`src/rtl/registrador_historico_pkg.sv`:
```
// registrador_historico_pkg
// Shared constants and helpers for the history register block and its bench.
//   DEFAULT_WIDTH / DEFAULT_DEPTH : default word width and history depth
//   clog2()                       : index/count width helper (minimum 1 bit)
// Optional feature macro used by this block: REGISTRADOR_HISTORICO_PARIDADE_EN
package registrador_historico_pkg;

  localparam int DEFAULT_WIDTH = 32'd4;
  localparam int DEFAULT_DEPTH = 32'd8;

  // Ceiling log2, never less than one bit so a port width is always legal.
  function automatic int clog2(input int value);
    int r;
    r = 32'd0;
    for (int i = 0; i < 31; i++) begin
      if ((32'sd1 <<< i) < value) begin
        r = i + 32'd1;
      end else begin
        r = r;
      end
    end
    if (r == 32'd0) begin
      r = 32'd1;
    end else begin
      r = r;
    end
    return r;
  endfunction

endpackage

```
`src/rtl/registrador_historico_if.sv`:
```
// registrador_historico_if
// Bundles the load/clear/read bus of the history register.
//   LOAD, CLEAR, a, rd_idx             : driven by the master
//   s, rd_data, count, full, empty,
//   drop (and rd_par when
//   REGISTRADOR_HISTORICO_PARIDADE_EN) : driven by the history register
interface registrador_historico_if
  import registrador_historico_pkg::*;
#(
  parameter int WIDTH = DEFAULT_WIDTH,
  parameter int DEPTH = DEFAULT_DEPTH
) ();

  localparam int IW = clog2(DEPTH);
  localparam int CW = clog2(DEPTH + 1);

  logic             LOAD;
  logic             CLEAR;
  logic [WIDTH-1:0] a;
  logic [IW-1:0]    rd_idx;
  logic [WIDTH-1:0] s;
  logic [WIDTH-1:0] rd_data;
  logic [CW-1:0]    count;
  logic             full;
  logic             empty;
  logic             drop;
`ifdef REGISTRADOR_HISTORICO_PARIDADE_EN
  logic             rd_par;
`endif

  modport master (
    output LOAD, CLEAR, a, rd_idx,
`ifdef REGISTRADOR_HISTORICO_PARIDADE_EN
    input  rd_par,
`endif
    input  s, rd_data, count, full, empty, drop
  );

  modport slave (
    input  LOAD, CLEAR, a, rd_idx,
`ifdef REGISTRADOR_HISTORICO_PARIDADE_EN
    output rd_par,
`endif
    output s, rd_data, count, full, empty, drop
  );

endinterface

```
`src/rtl/registrador_historico_entrada.sv`:
```
// registrador_entrada
// One history slot: WIDTH-bit register.
//   clk   : rising-edge clock
//   rst   : asynchronous active-high reset (clears q)
//   clear : synchronous clear, wins over en
//   en    : load d on the next edge
//   d / q : data in / stored word
module registrador_entrada #(
  parameter int WIDTH = 4
) (
  input  logic             clk,
  input  logic             rst,
  input  logic             clear,
  input  logic             en,
  input  logic [WIDTH-1:0] d,
  output logic [WIDTH-1:0] q
);

  // Slot storage: async reset, then sync clear, then enabled load.
  always_ff @(posedge clk or posedge rst) begin
    if (rst) begin
      q <= '0;
    end else if (clear) begin
      q <= '0;
    end else if (en) begin
      q <= d;
    end else begin
      q <= q;
    end
  end

endmodule

```
`src/rtl/registrador_historico.sv`:
```
// registrador_historico
// Shift-style history of the last DEPTH words pushed with LOAD; entry 0 is
// the newest. Optional per-entry parity with REGISTRADOR_HISTORICO_PARIDADE_EN.
//   CLK    : rising-edge clock
//   RESET  : asynchronous active-high reset
//   bus    : slave side of registrador_historico_if
//            (LOAD, CLEAR, a, rd_idx in; s, rd_data, count, full, empty,
//             drop, optional rd_par out)
module registrador_historico
  import registrador_historico_pkg::*;
#(
  parameter int WIDTH = DEFAULT_WIDTH,
  parameter int DEPTH = DEFAULT_DEPTH
) (
  input logic                  CLK,
  input logic                  RESET,
  registrador_historico_if.slave bus
);

  localparam int IW = clog2(DEPTH);
  localparam int CW = clog2(DEPTH + 1);

`ifdef REGISTRADOR_HISTORICO_PARIDADE_EN
  // Stored word carries its parity bit in the MSB so it shifts with the data.
  localparam int EW = WIDTH + 1;

  function automatic logic parity_of(input logic [WIDTH-1:0] w);
    return ^w;
  endfunction
`else
  localparam int EW = WIDTH;
`endif

  logic [EW-1:0] word_in_s;
  logic [EW-1:0] entry_d_s [DEPTH];
  logic [EW-1:0] entry_q_s [DEPTH];
  logic          shift_en_s;
  logic [EW-1:0] rd_word_s;
  logic [CW-1:0] count_r;
  logic          drop_r;

`ifdef REGISTRADOR_HISTORICO_PARIDADE_EN
  assign word_in_s = {parity_of(bus.a), bus.a};
`else
  assign word_in_s = bus.a;
`endif

  // CLEAR also gates the shift so a simultaneous LOAD is not stored.
  assign shift_en_s = bus.LOAD & ~bus.CLEAR;

  for (genvar g = 0; g < DEPTH; g++) begin : g_entry
    if (g == 0) begin : g_head
      assign entry_d_s[g] = word_in_s;
    end else begin : g_tail
      assign entry_d_s[g] = entry_q_s[g-1];
    end

    registrador_entrada #(
      .WIDTH (EW)
    ) u_entrada (
      .clk   (CLK),
      .rst   (RESET),
      .clear (bus.CLEAR),
      .en    (shift_en_s),
      .d     (entry_d_s[g]),
      .q     (entry_q_s[g])
    );
  end

  // Occupancy counter and discard pulse; saturates at DEPTH.
  always_ff @(posedge CLK or posedge RESET) begin
    if (RESET) begin
      count_r <= '0;
      drop_r  <= 1'b0;
    end else if (bus.CLEAR) begin
      count_r <= '0;
      drop_r  <= 1'b0;
    end else if (bus.LOAD) begin
      if (count_r == CW'(DEPTH)) begin
        count_r <= count_r;
        drop_r  <= 1'b1;
      end else begin
        count_r <= count_r + CW'(1);
        drop_r  <= 1'b0;
      end
    end else begin
      count_r <= count_r;
      drop_r  <= 1'b0;
    end
  end

  // Read mux: only indices below count (hence below DEPTH) return data.
  always_comb begin
    rd_word_s = '0;
    for (int i = 0; i < DEPTH; i++) begin
      if ((IW'(i) == bus.rd_idx) && (CW'(i) < count_r)) begin
        rd_word_s = entry_q_s[i];
      end else begin
        rd_word_s = rd_word_s;
      end
    end
  end

  assign bus.s       = entry_q_s[0][WIDTH-1:0];
  assign bus.rd_data = rd_word_s[WIDTH-1:0];
  assign bus.count   = count_r;
  assign bus.full    = (count_r == CW'(DEPTH));
  assign bus.empty   = (count_r == CW'(0));
  assign bus.drop    = drop_r;
`ifdef REGISTRADOR_HISTORICO_PARIDADE_EN
  assign bus.rd_par  = rd_word_s[EW-1];
`endif

endmodule

```
`src/flat_wrapper.sv`:
```
// flat-port wrapper written by rule: the top's interface ports become plain ports
module registrador_historico_flat import registrador_historico_pkg::*;
#(
  parameter int WIDTH = DEFAULT_WIDTH,
  parameter int DEPTH = DEFAULT_DEPTH
)
  (CLK, RESET, bus_LOAD, bus_CLEAR, bus_a, bus_rd_idx, bus_s, bus_rd_data, bus_count, bus_full, bus_empty, bus_drop);
  registrador_historico_if #(.WIDTH(WIDTH), .DEPTH(DEPTH)) bus_i ();
  input logic CLK;
  input logic RESET;
  input wire logic [$bits(bus_i.LOAD)-1:0] bus_LOAD;
  input wire logic [$bits(bus_i.CLEAR)-1:0] bus_CLEAR;
  input wire logic [$bits(bus_i.a)-1:0] bus_a;
  input wire logic [$bits(bus_i.rd_idx)-1:0] bus_rd_idx;
  output wire logic [$bits(bus_i.s)-1:0] bus_s;
  output wire logic [$bits(bus_i.rd_data)-1:0] bus_rd_data;
  output wire logic [$bits(bus_i.count)-1:0] bus_count;
  output wire logic [$bits(bus_i.full)-1:0] bus_full;
  output wire logic [$bits(bus_i.empty)-1:0] bus_empty;
  output wire logic [$bits(bus_i.drop)-1:0] bus_drop;
  assign bus_i.LOAD = bus_LOAD;
  assign bus_i.CLEAR = bus_CLEAR;
  assign bus_i.a = bus_a;
  assign bus_i.rd_idx = bus_rd_idx;
  assign bus_s = bus_i.s;
  assign bus_rd_data = bus_i.rd_data;
  assign bus_count = bus_i.count;
  assign bus_full = bus_i.full;
  assign bus_empty = bus_i.empty;
  assign bus_drop = bus_i.drop;
  registrador_historico #(.WIDTH(WIDTH), .DEPTH(DEPTH)) u_core (.CLK(CLK), .RESET(RESET), .bus(bus_i));
endmodule
```
`config.mk`:
```
export PLATFORM = sky130hd
export DESIGN_NAME = registrador_historico_flat
export DESIGN_NICKNAME = d
export VERILOG_FILES = /design/src/rtl/registrador_historico_pkg.sv /design/src/rtl/registrador_historico_if.sv /design/src/rtl/registrador_historico_entrada.sv /design/src/rtl/registrador_historico.sv /design/src/flat_wrapper.sv
export SDC_FILE = /design/constraint.sdc
export NUM_CORES = 1
export LEC_CHECK = 0
export CAP_MARGIN = 20
export CORE_ASPECT_RATIO = 0.75
export CORE_UTILIZATION = 49
export DETAILED_ROUTE_END_ITERATION = 6
export HOLD_SLACK_MARGIN = 0.1
export PLACE_DENSITY_LB_ADDON = 0.2
export SYNTH_ARGS = -nofsm -noshare
export SYNTH_HDL_FRONTEND = slang
export SYNTH_SLANG_ARGS = --single-unit
export TNS_END_PERCENT = 10
```
`constraint.sdc`:
```
create_clock -name CLK -period 1.9 [get_ports CLK]
set_input_delay 0.38 -clock CLK [delete_from_list [all_inputs] [get_ports CLK]]
set_output_delay 0.38 -clock CLK [all_outputs]
set_load 0.01 [all_outputs]
```
=== After elaboration in Yosys (flattened, before gate mapping) ===
Index checks and enable logic that the tools add are counted.

* Output and inout bits: 15
* Input port bits: 11
* Flip-flop bits (word level): 37
* Logic and storage cells: 73

* Muxes and demuxes: 30
* Equality and inequality tests: 9
* Bitwise operators: 2
* Reduce and logical (&&, ||, !) cells: 13
* Order comparisons: 8
* Add/sub/neg operators: 1

{| class="wikitable"
|+ Operators with widths
! cell !! count
|-
| two-way mux 4 bit || 27
|-
| less-than comparator 3 x 4 -> 1 bit (first input constant) || 4
|-
| equality test 3 bit (first input constant) || 4
|-
| logical AND 1 bit || 8
|-
| less-than comparator 1 x 4 -> 1 bit (first input constant) || 2
|-
| less-than comparator 2 x 4 -> 1 bit (first input constant) || 2
|-
| equality test 2 x 3 -> 1 bit (first input constant) || 2
|-
| adder 4 x 1 -> 4 bit (second input constant) || 1
|-
| equality test 4 bit (second input constant) || 1
|-
| zero test 4 bit || 1
|-
| nonzero test 2 bit || 2
|-
| equality test 1 x 3 -> 1 bit (first input constant) || 1
|-
| zero test 3 bit || 1
|-
| two-way mux 1 bit || 3
|-
| != test 2 bit (second input constant) || 1
|-
| AND reduction 2 bit || 1
|-
| AND 1 bit || 1
|-
| inverter 1 bit || 1
|}

=== Depth between registers and ports, before layout ===
Gate-level depths: netlist of the first run.

* Depth after elaboration: 10
* Mapped depth: 7
* Mapped depth without buffers: 7

=== Modules after synthesis ===
Synthesis of the first run repeated with hierarchy kept, for this count alone.

* Cell total of the unflattened synthesis: 196
* Area total of the unflattened synthesis: 1970.6 um^2

{| class="wikitable"
|+ By module, submodules not included
! module !! cells an instance !! instances !! seq. area each (um^2) !! area each (um^2)
|-
| registrador_entrada || 14 || 8 || 100.1 || 163.9
|-
| registrador_historico || 84 || 1 || 125.1 || 659.4
|}

=== Least setup slack after synthesis of the first run ===
OpenSTA, ideal clock, no wires.

* Path kind: reg-to-output
* Start point: reg u_core.count_r[1], in the netlist u_core.bus.count[1]
* End point: out bus_rd_data[3]
* Buffers on the path: 0
* Data required time: 1520 ps
* Stages on the path, launching flop included: 8
* Path slack: -397 ps
* Arrival time: 1917 ps
* Cells stage by stage: dfrtp_1 -> inv_1 -> ha_1 -> nor3b_2 -> nor4_2 -> a221oi_2 -> a2111o_1 -> a31oi_1

* Cells in the longest elaborated chain, start to end: 10
* Elaborated cells between the ends (all ways): 24
* Those cells by class: 8 x order compare; 8 x mux; 8 x reduce/logical

{| class="wikitable"
|+ RTL lines
! what !! line !! source
|-
| start, declared || registrador_historico.sv:39 || <nowiki>logic [CW-1:0] count_r;</nowiki>
|-
| start signal, assigned || registrador_historico.sv:80 || <nowiki>count_r <= count_r;</nowiki>
|-
| start signal, assigned || registrador_historico.sv:83 || <nowiki>count_r <= count_r + CW'(1);</nowiki>
|-
| start signal, assigned || registrador_historico.sv:87 || <nowiki>count_r <= count_r;</nowiki>
|-
| less-than comparator 1 x 4 -> 1 bit || registrador_historico.sv:96 || <nowiki>if ((IW'(i) == bus.rd_idx) && (CW'(i) < count_r)) begin</nowiki>
|-
| logical AND 1 bit || registrador_historico.sv:96 ||
|-
| two-way mux 4 bit (7 in series) || registrador_historico.sv:96 ||
|-
| two-way mux 4 bit (*) || registrador_historico.sv:96 ||
|-
| end, declared || flat_wrapper.sv:16 || <nowiki>output wire logic [$bits(bus_i.rd_data)-1:0] bus_rd_data;</nowiki>
|}

Mark *: on every way between the ends. The rest lies on a longest branch, timed or not.

=== Worst setup path after layout of the first run ===
Ends and elaborated chain as after synthesis.

==> results of run 1 <==
==> worst min-delay path, cell delays in order <==
cell	delay, ps
buf_2	150
nand3_1	90
a21oi_1	50
==> layout by cell type, fill, tap and decap left out, types with 2 or more instances in the layout <==
cell type        netlist  routed
buf_4                  5      33
nand3_1                2       2
nor4b_2                4       2
clkinv_2               0       2
nor4b_4                0       2
a31oi_1                4       3
a22o_1                 3       3
nor2_1                35      35
nand4_1                3       3
nand2_1                2       2
xnor2_1                2       2
dfrtp_1               37      33
clkbuf_8               0       5
xor2_1                 2       2
mux2i_1               32      32
dlygate4sd2_1          0       4
a221oi_2               1       4
a21oi_2                0       2
dfrtp_2                0       4
o22ai_1                4       4
inv_2                  0       3
inv_1                  7       4
clkdlybuf4s50_1        0      15
a22oi_1                4       4
a21oi_1                4       2
buf_2                  5       5
buf_12                 0       2
==> layer usage <==
metal	routed length, µm	share of wire	vias up
met5	0	0	-
met4	98	0.021	0
met3	309	0.067	14
met2	2160	0.47	57
met1	2060	0.44	763
li1	-	-	743
==> state kept, by name, summed over array words and instances (netlist names) <==
| signal | cells |
|---|---|
| u_core.g_entry.u_entrada.q | 32 |
| u_core.bus.drop | 1 |
| u_core.bus.count | 4 |
==> timing repair <==
item,in CTS,in global routing
pin swaps,11,4
setup endpoints to repair,6,5
setup buffers,4,0
gates resized for setup,36,0
==> worst max-delay path by stage <==
stage                                   start  cells past startpoint  slack [ps]              to
after floorplan           u_core.bus.count[1]                      7        -260  bus_rd_data[3]
after global placement          bus_rd_idx[2]                      7        -920  bus_rd_data[3]
after detailed placement        bus_rd_idx[0]                      8        -960  bus_rd_data[2]
after CTS                 u_core.bus.count[1]                      7        -560  bus_rd_data[3]
after global routing      u_core.bus.count[0]                      9        -670  bus_rd_data[0]
final                     u_core.bus.count[1]                      7        -570  bus_rd_data[3]
==> cell families after synthesis <==
kind of cell / synth area share
compound gates: 0.113
flops: 0.471
simple gates: 0.157
xor+xnor: 0.0178
mux: 0.163
fa+ha+maj: 0.0191
buf+inv: 0.0604
==> area by class of cell <==
type                       instances  area [µm²]  area share
sequential                        37         931       0.356
tap                               52        65.1      0.0249
inverter                           7        26.3      0.0100
timing repair buffer              59         498       0.190
multi-input combinational        122        1010       0.387
clock inverter                     2        10.0     0.00383
clock buffer                       6        72.6      0.0277
==> power by group through the flow <==
stage          Combinational, W  Clock [W]  Sequential [W]
2_1_floorplan          0.000126          0        0.000832
3_3_place_gp           0.000224          0        0.000832
3_5_place_dp           0.000231          0        0.000833
4_1_cts                0.000244   0.000531        0.000818
5_1_grt                0.000264   0.000563        0.000819
6_report               0.000245   0.000518        0.000818
==> metrics by stage <==
stage / worst slack (ps) / utilization / instances / setup TNS, ps
5_1_grt: -669 / 0.697 / 285 / -2570
3_3_place_gp: -918 / 0.659 / 275 / -3550
3_5_place_dp: -962 / 0.659 / 275 / -3770
6_report: -567 / 0.697 / 285 / -2190
2_1_floorplan: -261 / - / 182 / -700
4_1_cts: -561 / 0.697 / 285 / -2170
==> results_dict.tcl, run 1 <==
set metrics [dict create \
    row_count 19 \
    path_cells "ha_2, nor3_4, nor4b_4, nor2b_1, a2111o_1, a31oi_2, buf_2" \
    max_freq_mhz 405 \
    p_sw_w 0.000402 \
    clk_pin_slew_worst_paths_ps 70 \
    die_area_mm2 0.00427 \
    worst_setup_path_start_kind "flop" \
    final_nets 246 \
    required_ps 1520 \
    die_w_um 75.2 \
    clock-sinks 37 \
    final_cell_area_mm2 0.00262 \
    grt.met1_usage 0.342 \
    min_path_type "in -> reg" \
    drcViolationCount 0 \
    grtUsageMet3 0.0718 \
    grt_pass1_wl_um 7630 \
    hold_depth 3 \
    grt_max_degree 38 \
    worst_r2r_startpoint "u_core.bus.count[3]" \
    root_buffer "clkbuf_8" \
    outcome "finished, violations left" \
    vias 1577 \
    reg2regPathDepth 6 \
    placed_area_mm2 0.00247 \
    start_util 0.524 \
    syn_inst 182 \
    seqPwrFrac 0.517 \
    endpoint_kind "output port" \
    hp-start "bus_LOAD" \
    synth.ff_latch_count 37 \
    wl_per_cell_um 16.2 \
    worst_r2r_endpoint "u_core.bus.count[2]" \
    finalHoldViolCount 0 \
    swShare 0.254 \
    ys_warn_count 0 \
    n_antenna_cell 0 \
    busiest_layer "met2" \
    slew_violations 0 \
    syn_nets 196 \
    coreArea_mm2 0.00376 \
    cts_buffers 5 \
    grt_use_total 0.241 \
    gp_congestion 0.914 \
    setup_viol 4 \
    pwr-share-comb 0.155 \
    nFillCells 300 \
    cpMaxStageDelayCell "dfrtp_2" \
    use_met2 0.356 \
    synth_top_area_share 0.471 \
    viasPerCell 5.53 \
    violations "negative setup slack" \
    critPathArrivalTime_ps 2090 \
    port_buffers 25 \
    h-tree-depth 2 \
    area_growth_pct 33.0 \
    tightest_slew_ps 463 \
    yosysUniqueCellTypes 35 \
    ant_nets 0 \
    fin_crit_sh 1.30 \
    layout_min_cycle_time_ps 2470 \
    finalClockSkew_ps 6.85 \
    netlist_top_cells_count "dfrtp_1, nor2_1, mux2i_1" \
    crit_buf_inv 1 \
    synth-async-reset-ratio 1.00 \
    synth.avg_cell_area_um2 10.8 \
    crit_type "reg -> out" \
    slew_headroom 0.692 \
    routed_wl_um 4620 \
    cts_tree "done" \
    p_clk_frac 0.327 \
    slowest_delay_ps 440 \
    initialDrtViolationCount 149 \
    ios 26 \
    crit_family "compound AO/OA/AOI/OAI gates" \
    syn_area_mm2 0.00197 \
    holdBufCountCts 0 \
    drv_cap 0 \
    power_w 0.00158 \
    grt-ovfl-total 0 \
    synth_top_cell_by_area "dfrtp_1" \
    cts_max_path_buffers 2 \
    regToRegSetupSlack_ps 530 \
    hpwl_um 3130 \
    synth_seq_area_share 0.471 \
    clock_latency_ps 280 \
    hold_ws_ps 424 \
    holdPathEnd "u_core.bus.count[1]" \
    cellLeakagePower_nw 1.27 \
    post-synth-top-count-cell "dfrtp_1" \
    ys_top_cells_by_area "dfrtp_1, mux2i_1, nor2_1" \
    vdd_drop_max_mv 0.436 \
    grt_pass1_vias 1576 \
    grt_antenna_before_repair 0 \
    rsz0062_at_grt "true" \
    drive_gt1_frac 0.309 \
    yosys_most_used_dff "dfrtp_1" \
    powerDensity_mw_per_mm2 605 \
    die_h_um 56.9 \
    drtPass1Iterations 4 \
    synth-edff-count 0 \
    p_int_w 0.00118 \
    cp_max_fo 4 \
    fin_ws_ps -567 \
]
Note: power is estimated with default switching activity, not from simulation.
==> inputs of run 2 (changes only) <==
==> constraint.sdc (replaced) <==
create_clock -name CLK -period 1.9 [get_ports CLK]
set_input_delay 0.38 -clock CLK [delete_from_list [all_inputs] [get_ports CLK]]
set_output_delay 0.38 -clock CLK [all_outputs]
set_load 0.1 [all_outputs]
==> results_dict.tcl, run 2 (synthesis gave the netlist of run 1 again) <==
set metrics [dict create \
    drcViolationCount 0 \
    grtUsageMet3 0.0521 \
    worst_setup_path_start_kind "flop" \
    swShare 0.291 \
    busiest_layer "met2" \
    cts_tree "done" \
    n_antenna_cell 0 \
    row_count 19 \
    die_h_um 56.9 \
    regArea_um2 936 \
    vdd_drop_max_mv 0.506 \
    hpwl_um 3210 \
    p_clk_frac 0.301 \
    cts_max_path_buffers 2 \
    grt_antenna_before_repair 0 \
    p_int_w 0.00122 \
    die_area_mm2 0.00427 \
    holdBufCountCts 0 \
    required_ps 1520 \
    drive_gt1_frac 0.341 \
    cp_max_fo 3 \
    startpoint "u_core.bus.count[0]" \
    layout_min_cycle_time_ps 2680 \
    finalClockSkew_ps 3.40 \
    use_met2 0.373 \
    wl_per_cell_um 15.7 \
    slew_headroom 0.679 \
    layout_commonest_cell "nor2_1" \
    root_buffer "clkbuf_8" \
    worst_r2r_startpoint "u_core.bus.count[0]" \
    finalHoldViolCount 0 \
    initialDrtViolationCount 139 \
    regMostFlops "u_core.g_entry.u_entrada.q" \
    tightest_slew_ps 481 \
    endpoint_kind "output port" \
    ios 26 \
    grt_pass1_wl_um 7500 \
    grt_pass1_vias 1590 \
    outcome "finished, violations left" \
    powerDensity_mw_per_mm2 616 \
    violations "negative setup slack" \
    rsz0062_at_grt "true" \
    setup_viol 5 \
    coreArea_mm2 0.00376 \
    nFillCells 283 \
    min_path_type "in -> async" \
    ant_nets 0 \
    grt_use_total 0.237 \
    cellLeakagePower_nw 1.29 \
    seqPwrFrac 0.482 \
    slew_violations 0 \
    cts_buffers 5 \
    area_growth_pct 41.5 \
    grt-ovfl-total 0 \
    h-tree-depth 2 \
    crit_type "reg -> out" \
    final_cell_mix "nor2_1, dfrtp_1, mux2i_1" \
    port_buffers 25 \
    p_sw_w 0.000498 \
    placed_area_mm2 0.00268 \
    clock-sinks 37 \
    final_nets 242 \
    routed_wl_um 4420 \
    clk_pin_slew_worst_paths_ps 70 \
    grt.met1_usage 0.323 \
    fin_crit_sh 1.41 \
    largest_register_ffs 32 \
    gp_congestion 0.919 \
    clock_latency_ps 280 \
    drv_cap 0 \
    post-place-ws_ps -678 \
    vias 1523 \
    grt_max_degree 38 \
    pwr-share-comb 0.217 \
    multi_input_area_mm2 0.00103 \
    drtPass1Iterations 4 \
    start_util 0.524 \
    max_freq_mhz 373 \
    critPathArrivalTime_ps 2300 \
    final_cell_area_mm2 0.00278 \
    viasPerCell 5.42 \
    fin_ws_ps -780 \
    fin_util 0.741 \
    die_w_um 75.2 \
    power_w 0.00171 \
]
==> run 2: final timing paths <==
| check | to | slack (ps) | cells after the start |
|---|---|---|---|
| min reg2reg | u_core.g_entry[7].u_entrada.q[1] | 540 | 2 |
| max | bus_rd_data[2] | -780 | 8 |
| max reg2reg | u_core.bus.count[2] | 530 | 6 |
| min in group CLK | u_core.g_entry[7].u_entrada.q[1] | 540 | 2 |
| min | u_core.g_entry[7].u_entrada.q[2] | 450 | 3 |
| max in group asynchronous | u_core.bus.count[1] | 1240 | 3 |
==> run 2: cell type report <==
cell class	count	area share
Clock inverter	2	0.00360
Multi-Input combinational cell	122	0.371
Sequential cell	37	0.336
Inverter	7	0.0112
Clock buffer	6	0.0261
Timing Repair Buffer	55	0.229
Tap cell	52	0.0234
==> run 2: what timing repair did <==
action	4_1_cts	5_1_grt
setup buffers	1	0
resized for setup	2	2
pin swaps	1	1
setup endpoints to repair	5	6
==> run 2: per-stage QoR <==
| stage | setup TNS, ps | instances | hold WS [ps] |
|---|---|---|---|
| 6_report | -3160 | 281 | 449 |
| 5_1_grt | -3550 | 281 | 450 |
| 4_1_cts | -3240 | 281 | 452 |
| 3_5_place_dp | -2560 | 272 | 526 |
| 3_3_place_gp | -2410 | 272 | 504 |
| 2_1_floorplan | -4990 | 182 | 487 |
==> run 2: layer usage <==
| metal | share of wire | vias to the layer above |
|---|---|---|
| met3 | 0.037 | 4 |
| met2 | 0.48 | 30 |
| met1 | 0.48 | 756 |
| met5 | 0 | - |
| li1 | - | 733 |
| met4 | 0.0054 | 0 |
==> run 2: critical path, cell delays in order (launching register included) <==
cell and delay [ps]:
dfrtp_4 500, inv_4 70, ha_4 140, nor3b_4 260
nor4_4 70, buf_4 150, a221oi_1 480, a31oi_4 150
buf_12 190
==> run 2: power by group through the flow <==
stage / logic (W) / clock network [W] / registers [W]
after floorplan: 0.000198 / 0 / 0.000865
after global placement: 0.000355 / 0 / 0.000840
after detailed placement: 0.000364 / 0 / 0.000841
after CTS: 0.000373 / 0.000532 / 0.000826
after global routing: 0.000391 / 0.000554 / 0.000828
final: 0.000371 / 0.000516 / 0.000826
==> inputs of run 3 (changes only) <==
--- a/config.mk
+++ b/config.mk
@@ -7,6 +7,7 @@
 export LEC_CHECK = 0
 export CAP_MARGIN = 20
 export CORE_ASPECT_RATIO = 0.75
+export CORE_MARGIN = 2
 export CORE_UTILIZATION = 49
 export DETAILED_ROUTE_END_ITERATION = 6
 export HOLD_SLACK_MARGIN = 0.1
==> results_dict.tcl, run 3 (synthesis gave the netlist of run 1 again) <==
set metrics [dict create \
    cellLeakagePower_nw 1.34 \
    initialDrtViolationCount 101 \
    die_area_mm2 0.00454 \
    grt_pass1_wl_um 8020 \
    regArea_um2 936 \
    outcome "finished, violations left" \
    fin_crit_sh 1.41 \
    setup_viol 5 \
    path_cells "inv_4, ha_4, nor3b_4, nor4_4, buf_4, a22o_1, a221oi_2, a31oi_4, buf_12" \
    cts_buffers 5 \
    drtPass1Iterations 4 \
    ant_nets 0 \
    slowest_delay_ps 510 \
    drv_cap 0 \
    drcViolationCount 0 \
    final_cell_mix "nor2_1, dfrtp_1, mux2i_1" \
    start_util 0.524 \
    slew_headroom 0.674 \
    clk_pin_slew_worst_paths_ps 70 \
    cts_max_path_buffers 2 \
    critPathArrivalTime_ps 2300 \
    clock-sinks 37 \
    layout_commonest_cell "nor2_1" \
    placed_area_mm2 0.00269 \
    die_w_um 77.2 \
    grt_use_total 0.231 \
    vias 1567 \
    largest_register_ffs 32 \
    fin_setup_tns_ps -3150 \
    rsz0062_at_grt "true" \
    area_growth_pct 46.1 \
    gp_congestion 0.877 \
    coreArea_mm2 0.00376 \
    worst_r2r_startpoint "u_core.bus.count[0]" \
    violations "negative setup slack" \
    multi_input_area_mm2 0.00106 \
    h-tree-depth 2 \
    grt_antenna_before_repair 0 \
    row_count 19 \
    grt_max_degree 38 \
    port_buffers 25 \
    finalClockSkew_ps 5.19 \
    hold_ws_ps 445 \
    worst_setup_path_start_kind "flop" \
    routed_wl_um 4780 \
    slew_violations 0 \
    viasPerCell 5.56 \
    regMostFlops "u_core.g_entry.u_entrada.q" \
    fin_ws_ps -778 \
    final_nets 243 \
    worst_r2r_endpoint "u_core.bus.count[2]" \
    n_antenna_cell 0 \
    endpoint_kind "output port" \
    clock_latency_ps 290 \
    nFillCells 242 \
    grt-ovfl-total 0 \
    cp_max_fo 3 \
    cpMaxStageDelayCell "dfrtp_4" \
    fin_util 0.765 \
    root_buffer "clkbuf_8" \
    ios 26 \
    reg2regPathDepth 6 \
    vdd_drop_max_mv 0.771 \
    wl_per_cell_um 16.9 \
    cts_tree "done" \
    required_ps 1520 \
    post-place-ws_ps -785 \
    regToRegSetupSlack_ps 420 \
    grt_pass1_vias 1648 \
    powerDensity_mw_per_mm2 696 \
    max_freq_mhz 373 \
    min_path_type "in -> async" \
    die_h_um 58.9 \
    crit_type "reg -> out" \
    final_cell_area_mm2 0.00287 \
    hpwl_um 3270 \
    tightest_slew_ps 488 \
    crit_family "compound AO/OA/AOI/OAI gates" \
    crit_buf_inv 3 \
    finalHoldViolCount 0 \
    layout_min_cycle_time_ps 2680 \
    drive_gt1_frac 0.348 \
]
-- run 3: cell types whose count changed in the layout (fill, tap and decap cells not counted), moves of 2 or more --
cell | previous run | this run
bufinv_16 | 0 | 2
nor4b_2 | 4 | 2
nor4b_4 | 0 | 2
buf_4 | 28 | 30
-- run 3: where the power goes --
group | internal, W | total (W) | switching, W
Clock | 0.000521 | 0.000800 | 0.000279
Sequential | 0.000804 | 0.000826 | 0.0000226
Combinational | 0.000156 | 0.000373 | 0.000217
Total | 0.00148 | 0.00200 | 0.000518
-- run 3: area by class of cell --
class / count / area share
clock buffers: 5 / 0.0239
clock inverters: 3 / 0.0226
inverters: 7 / 0.0109
multi-input cells: 122 / 0.370
flip-flops and latches: 37 / 0.326
well taps: 52 / 0.0226
repair buffers: 56 / 0.224
-- run 3: layer usage --
| metal | vias to the layer above | track usage | share of wire |
|---|---|---|---|
| met5 | - | 0 | 0 |
| met4 | 0 | 0.0612 | 0.0071 |
| met3 | 4 | 0.0521 | 0.031 |
| met2 | 24 | 0.385 | 0.51 |
| met1 | 803 | 0.310 | 0.45 |
| li1 | 736 | - | - |
-- run 3: worst max path at each step --
stage,to,slack [ps],cells past startpoint,from
after detailed placement,bus_rd_data[3],-790,7,bus_rd_idx[0]
after floorplan,bus_rd_data[0],-1160,7,u_core.bus.count[1]
final,bus_rd_data[1],-780,9,u_core.bus.count[0]
after CTS,bus_rd_data[0],-790,9,u_core.bus.count[0]
after global placement,bus_rd_data[3],-760,6,bus_rd_idx[0]
after global routing,bus_rd_data[1],-860,9,u_core.bus.count[0]
-- run 3: timing repair --
action / CTS / global route
setup buffers: 1 / 0
hold buffers: 0 / 0
setup endpoints to repair: 6 / 6
gates resized for setup: 2 / 6
pin swaps: 2 / 1
-- run 3: tightest hold or removal path, delay by kind of cell --
family                 cells  cell delay (ps)
buffers and inverters      3              720
-- run 3: through the flow --
stage                     cells  power (W)
after floorplan             182    0.00106
after global routing        282    0.00207
after CTS                   282    0.00201
final                       282    0.00200
after global placement      273    0.00120
after detailed placement    273    0.00121
